File: src/rtl/alu_prog_sequencer.sv
`timescale 1ns/1ps
`default_nettype none
// ============================================================================
//  Module   : alu_prog_sequencer
//  Purpose  : Programmable replay sequencer for a register-file / ALU
//             datapath. A DEPTH-entry table of control words is loaded via
//             prog_we/prog_addr/prog_data. It is then replayed one entry per
//             clock after start. hold stalls the current entry.
//  Ports    : clk, rst (async, active-high)
//             prog_we, prog_addr, prog_data  - program table write port
//             start, hold                    - run control
//             loop_cnt (ALU_SEQ_LOOP_EN)     - extra passes per run
//             reg_we, FlagEn, RorI, opcode,
//             Rsrc, Rdest, imm               - decoded datapath controls
//             pc, busy, done                 - status
//  Options  : `define ALU_SEQ_LOOP_EN to add the loop_cnt repeat feature.
//  Revision : 1.0 - initial release
// ============================================================================
module alu_prog_sequencer #(
  parameter int DEPTH = 16,
  parameter int NREG  = 16,
  parameter int OPW   = 8,
  parameter int IMMW  = 8,
  localparam int PCW     = $clog2(DEPTH),
  localparam int RW      = $clog2(NREG),
  localparam int ENTRY_W = 4 + OPW + 3*RW + IMMW
) (
  input  logic               clk,
  input  logic               rst,
  input  logic               prog_we,
  input  logic [PCW-1:0]     prog_addr,
  input  logic [ENTRY_W-1:0] prog_data,
  input  logic               start,
  input  logic               hold,
`ifdef ALU_SEQ_LOOP_EN
  input  logic [7:0]         loop_cnt,
`endif
  output logic [NREG-1:0]    reg_we,
  output logic               FlagEn,
  output logic               RorI,
  output logic [OPW-1:0]     opcode,
  output logic [RW-1:0]      Rsrc,
  output logic [RW-1:0]      Rdest,
  output logic [IMMW-1:0]    imm,
  output logic [PCW-1:0]     pc,
  output logic               busy,
  output logic               done
);

  // Entry field positions, LSB upwards.
  localparam int C_RDEST_LSB = IMMW;
  localparam int C_RSRC_LSB  = C_RDEST_LSB + RW;
  localparam int C_OP_LSB    = C_RSRC_LSB + RW;
  localparam int C_RORI_BIT  = C_OP_LSB + OPW;
  localparam int C_FLAG_BIT  = C_RORI_BIT + 1;
  localparam int C_WREG_LSB  = C_FLAG_BIT + 1;
  localparam int C_WREN_BIT  = C_WREG_LSB + RW;
  localparam int C_LAST_BIT  = C_WREN_BIT + 1;

  typedef enum logic [1:0] {
    S_IDLE = 2'd0,
    S_RUN  = 2'd1,
    S_DONE = 2'd2
  } state_t;

  state_t               r_state;
  state_t               w_state_nxt;
  logic [PCW-1:0]       r_pc;
  logic [PCW-1:0]       w_pc_nxt;
  logic [ENTRY_W-1:0]   r_table [DEPTH];
  logic [ENTRY_W-1:0]   w_entry;
  logic [RW-1:0]        w_wreg;
  logic [NREG-1:0]      w_onehot;
  logic                 w_retire_last;
  logic                 w_rewind;

  // Program table: no reset so a loaded program survives rst.
  always_ff @(posedge clk) begin
    if (prog_we && (r_state != S_RUN)) begin
      r_table[prog_addr] <= prog_data;
    end
  end

  assign w_entry  = r_table[r_pc];
  assign w_wreg   = w_entry[C_WREG_LSB +: RW];
  assign w_onehot = {{(NREG-1){1'b0}}, 1'b1} << w_wreg;

  // Final entry of a pass: explicit last flag or the top table slot.
  assign w_retire_last = (r_state == S_RUN) && !hold &&
                         (w_entry[C_LAST_BIT] || (r_pc == PCW'(DEPTH-1)));

`ifdef ALU_SEQ_LOOP_EN
  logic [7:0] r_loop_rem;

  always_ff @(posedge clk or posedge rst) begin
    if (rst) begin
      r_loop_rem <= 8'd0;
    end else if ((r_state == S_IDLE) && start) begin
      r_loop_rem <= loop_cnt;
    end else if (w_rewind) begin
      r_loop_rem <= r_loop_rem - 8'd1;
    end
  end

  assign w_rewind = w_retire_last && (r_loop_rem != 8'd0);
`else
  assign w_rewind = 1'b0;
`endif

  always_ff @(posedge clk or posedge rst) begin
    if (rst) begin
      r_state <= S_IDLE;
      r_pc    <= '0;
    end else begin
      r_state <= w_state_nxt;
      r_pc    <= w_pc_nxt;
    end
  end

  always_comb begin
    w_state_nxt = r_state;
    w_pc_nxt    = r_pc;
    case (r_state)
      S_IDLE: begin
        if (start) begin
          w_state_nxt = S_RUN;
          w_pc_nxt    = '0;
        end
      end
      S_RUN: begin
        if (!hold) begin
          if (w_retire_last) begin
            if (w_rewind) begin
              w_pc_nxt = '0;
            end else begin
              // pc stays on the final entry through DONE/IDLE.
              w_state_nxt = S_DONE;
            end
          end else begin
            w_pc_nxt = r_pc + PCW'(1);
          end
        end
      end
      S_DONE:  w_state_nxt = S_IDLE;
      default: w_state_nxt = S_IDLE;
    endcase
  end

  // Datapath controls: live only in RUN; hold suppresses the write strobes
  // but keeps the operand fields presented.
  always_comb begin
    reg_we = '0;
    FlagEn = 1'b0;
    RorI   = 1'b0;
    opcode = '0;
    Rsrc   = '0;
    Rdest  = '0;
    imm    = '0;
    if (r_state == S_RUN) begin
      RorI   = w_entry[C_RORI_BIT];
      opcode = w_entry[C_OP_LSB +: OPW];
      Rsrc   = w_entry[C_RSRC_LSB +: RW];
      Rdest  = w_entry[C_RDEST_LSB +: RW];
      imm    = w_entry[IMMW-1:0];
      if (!hold) begin
        reg_we = w_entry[C_WREN_BIT] ? w_onehot : '0;
        FlagEn = w_entry[C_FLAG_BIT];
      end
    end
  end

  assign pc   = r_pc;
  assign busy = (r_state == S_RUN);
  assign done = (r_state == S_DONE);

endmodule
`default_nettype wire

File: config.mk
export PLATFORM = sky130hd
export DESIGN_NAME = alu_prog_sequencer
export DESIGN_NICKNAME = d
export VERILOG_FILES = /design/src/rtl/alu_prog_sequencer.sv
export SDC_FILE = /design/constraint.sdc
export NUM_CORES = 1
export LEC_CHECK = 0
export CAP_MARGIN = 20
export CELL_PAD_IN_SITES_DETAIL_PLACEMENT = 1
export CELL_PAD_IN_SITES_GLOBAL_PLACEMENT = 2
export CORE_MARGIN = 2
export CORE_UTILIZATION = 35
export CTS_BUF_LIST = sky130_fd_sc_hd__clkbuf_4
export DETAILED_ROUTE_END_ITERATION = 16
export GPL_TIMING_DRIVEN = 0
export PLACE_DENSITY = 0.67
export SETUP_SLACK_MARGIN = 0.15
export SYNTH_ARGS = -nofsm -noshare
export SYNTH_HDL_FRONTEND = slang
export SYNTH_SLANG_ARGS = --single-unit
File: constraint.sdc
create_clock -name clk -period 3.6 [get_ports clk]
set_input_delay 0.36 -clock clk [delete_from_list [all_inputs] [get_ports clk]]
set_output_delay 0.36 -clock clk [all_outputs]
set_load 0.05 [all_outputs]
==> summary.txt, run 1 <==
Worst setup path
  – Most frequent CP cell: mux4_2
  – Critical-path top delay cell: mux4_2
  – CP cell instances: buf_8 > clkbuf_16 > buf_12 > mux4_2 > mux4_2 > and2_1 > buf_2
  – Crit Path Max Fanout: 10
  – Worst setup EP type: output pin
  – Crit path arrival time: 3.31 ns
  – Worst EP required: 3.24 ns
  – Crit Path Class: flip-flop to output pin
  – Startpoint types: flip-flop
  – Slowest Stage Delay on Critical Path: 0.53 ns
  – R2R Setup Slk: 0.97 ns

STA
  – Clk_skew: 0.0530 ns
  – Setup ws final: -0.0718 ns
  – Final min period: 3.67 ns
  – Fin. Hold Viols: 0
  – Worst-Margin Slew: 0.950 ns
  – Final setup violation count: 30
  – RSZ-0062 raised after global routing: true
  – Final Max Slew Viols: 0
  – Fmax: 272 MHz
  – Max_slew headroom: 36.5%
  – Final worst path period share: 102%

Clock network
  – Clk sinks: 518
  – Clock insertion delay at the later pin of the skew report: 0.96 ns
  – H-Tree Depth: 4
  – Deepest clock path buffer count: 3
  – CTS Buf Count: 140
  – Root Buffer Master: clkbuf_4
  – CTS tree: built
  – Worst-path clk slew: 0.06 ns

Power
  – Share of total power in sequential cells: 35.6%
  – Total Power: 19.3 mW
  – Clock Power Share: 27.8%
  – Internal power: 13.1 mW
  – Power per cell area: 759 nW/um^2
  – Static Leak: 8.26 nW
  – VDD IR max: 0.000532 V
  – Sw Share: 32.0%
  – Gate power share: 36.5%
  – Sw Pwr: 6.16 mW

Run
  – Max Cap Viol: 0

Drt
  – Total number of vias: 10.1k
  – Detail Route Antenna Nets: 0
  – 1st-iter DRT viols: 819
  – WL/cell: 25.6 um
  – Residual DRC: 0
  – Routed wire length: 51.0 mm
  – Initial DRT Pass Iterations: 5
  – Drt via density: 5.06

Yosys
  – Synth Area in Adders: 0.0623%
  – Synth Area in XOR/XNOR: 0%
  – Avg Inst Size Synth: 23.5 sq um
  – Post-synthesis mux area share: 17.6%
  – EDFF count, synth: 512
  – Post-Synthesis Cells: 853
  – Synth Area in Compound Gates: 0.648%
  – Simple-Gate Fraction of Synth Area: 3.02%
  – Library cells used by synthesis: 42
  – Synth Register Bits: 518
  – Yosys Warn Count: 0
  – Syn Nets: 895
  – Sequential area share after synthesis: 77.3%
  – Synthesized area: 20,100 sq um
  – Largest family of logic cells by synthesized area: multiplexers
  – Top FF cell, synth: edfxtp_1
  – Fraction of registers with async set/reset: 1.16%

Floorplan
  – CORE AREA: 56,600 sq um
  – Die area: 59,300 sq um
  – DIE HEIGHT: 244 um
  – Die extent in x: 244 um
  – Initial Util: 35.5%
  – Ports: 89
  – Floorplan row count: 87

Outcome
  – Status: complete, but fails checks
  – Failing checks: setup timing

GRT
  – First-pass GRT wire length: 74.6 mm
  – Largest net degree at the start of global routing: 21
  – Initial antenna violation count: 6
  – Grt total ovfl: 0
  – Gr usage total: 17.7%
  – Vias in the first global route: 11.1k

Cells and area
  – Net count, final: 1,174
  – Layout cells sized above 1: 45.9%
  – Area Overhead vs Synth: 26.3%
  – Filler instances: 5,315
  – Final core utilization: 44.8%
  – Design Area, Final: 25,400 sq um

Place
  – DP Wirelength: 31.4 mm
  – Port bufs: 88
  – Dpl cell area: 22,600 sq um
  – Routability cong.: 0.707

Hold path
  – Worst hold path class: input port to flip-flop
-- power by group through the flow --
stage / clock network, mW / registers, mW / logic [mW]
floorplan: 0 / 7.04 / 3.89
global placement: 0 / 6.99 / 5.82
detailed placement: 0 / 6.99 / 5.95
CTS: 5.51 / 6.86 / 6.59
global route: 5.85 / 6.87 / 7.43
finish: 5.37 / 6.86 / 7.04
-- final timing paths --
| kind | to | depth (start not counted) | startpoint |
|---|---|---|---|
| max reg2reg | r_table[11][23]$_DFFE_PP_ | 5 | r_state[0]$_DFFE_PP0P_ |
| min in group asynchronous | pc[1]$_DFFE_PP0P_ | 3 | rst |
| max in group asynchronous | pc[3]$_DFFE_PP0P_ | 3 | rst |
| min | r_state[0]$_DFFE_PP0P_ | 3 | start |
| min reg2reg | r_state[0]$_DFFE_PP0P_ | 1 | r_state[1]$_DFFE_PP0P_ |
| max | FlagEn | 7 | pc[0]$_DFFE_PP0P_ |
-- synthesized netlist by cell type, types with 4 or more instances --
master	instances	area share (%)
nand2b_1	7	0.22
nor3_1	5	0.12
buf_2	21	0.52
nor2_1	36	0.67
nand3_1	4	0.10
and2_1	29	0.90
mux4_2	152	17
edfxtp_1	512	77
buf_1	5	0.093
dfrtp_1	6	0.75
nor2b_1	4	0.12
nand2_1	13	0.24
clkbuf_1	7	0.13
mux2i_1	6	0.30
buf_6	4	0.22
-- cell families after synthesis --
| logic type | after synthesis |
|---|---|
| flops | 518 |
| mux | 162 |
| simple gates | 114 |
| buf+inv | 45 |
| compound gates | 13 |
| fa+ha+maj | 1 |
-- layer usage --
layer | global-route usage (%) | wire [um] | vias up
met1 | 22.7 | 21600 | 5433
met5 | 0 | 44 | -
li1 | - | - | 4288
met3 | 5.11 | 2820 | 75
met2 | 29.1 | 25700 | 296
met4 | 5.90 | 956 | 6
-- layout by cell type (no fill, tap or decap), drive strengths merged, types with 7 or more instances in the layout --
master / count
mux4: 153
clkbuf: 219
and2: 29
clkinv: 29
clkdlybuf4s50: 45
nand2: 13
buf: 118
edfxtp: 512
nand2b: 7
nor2: 36
-- area by class of cell --
cell class / instances / area, sq um / area share [%]
inverter: 3 / 15.0 / 0.0592
multi-input combinational: 290 / 4610 / 18.2
antenna: 4 / 10.0 / 0.0395
clock inverter: 38 / 290 / 1.14
sequential: 518 / 15500 / 61.2
clock buffer: 206 / 1550 / 6.10
buffer: 42 / 637 / 2.51
timing repair buffer: 137 / 1790 / 7.05
tap: 756 / 946 / 3.73
-- state kept, by name (all words and copies together), names as in the netlist --
signal and flops:
pc 4, r_state 2, r_table 512
-- stage by stage --
| step | hold WS [ns] | worst slack, ns | cells | TNS (ns) |
|---|---|---|---|---|
| floorplan | 0.151 | 0.267 | 853 | 0 |
| global placement | 0.544 | -1.51 | 1697 | -663.34 |
| detailed placement | 0.544 | -0.444 | 1721 | -11.08 |
| CTS | 0.0546 | -0.165 | 1979 | -4.93 |
| global route | 0.179 | -0.211 | 1993 | -6.97 |
| finish | 0.158 | -0.0718 | 1994 | -0.947 |
-- what timing repair did --
| item | in CTS | in global routing |
|---|---|---|
| resized for setup | 396 | 70 |
| gates cloned | 1 | 2 |
| setup buffers | 11 | 9 |
| hold buffers | 2 | 0 |
| pin swaps | 5 | 5 |
| endpoints found under the hold margin | 7 | 0 |
| endpoints found under the setup margin | 43 | 42 |
-- worst max-delay path: cells and delay by family, from the launching register on --
family | cells | cell delay (ns)
flops | 1 | 0.38
mux | 2 | 1.03
buf+inv | 4 | 0.76
simple gates | 1 | 0.17
Power figures use the tool's default switching activity.
==> inputs of run 2 (changes only) <==
- ABC_CLOCK_PERIOD_IN_PS: unset -> 3600
==> results of run 2 <==
No change in the layout: final DEF, timing and power equal those of run 1.
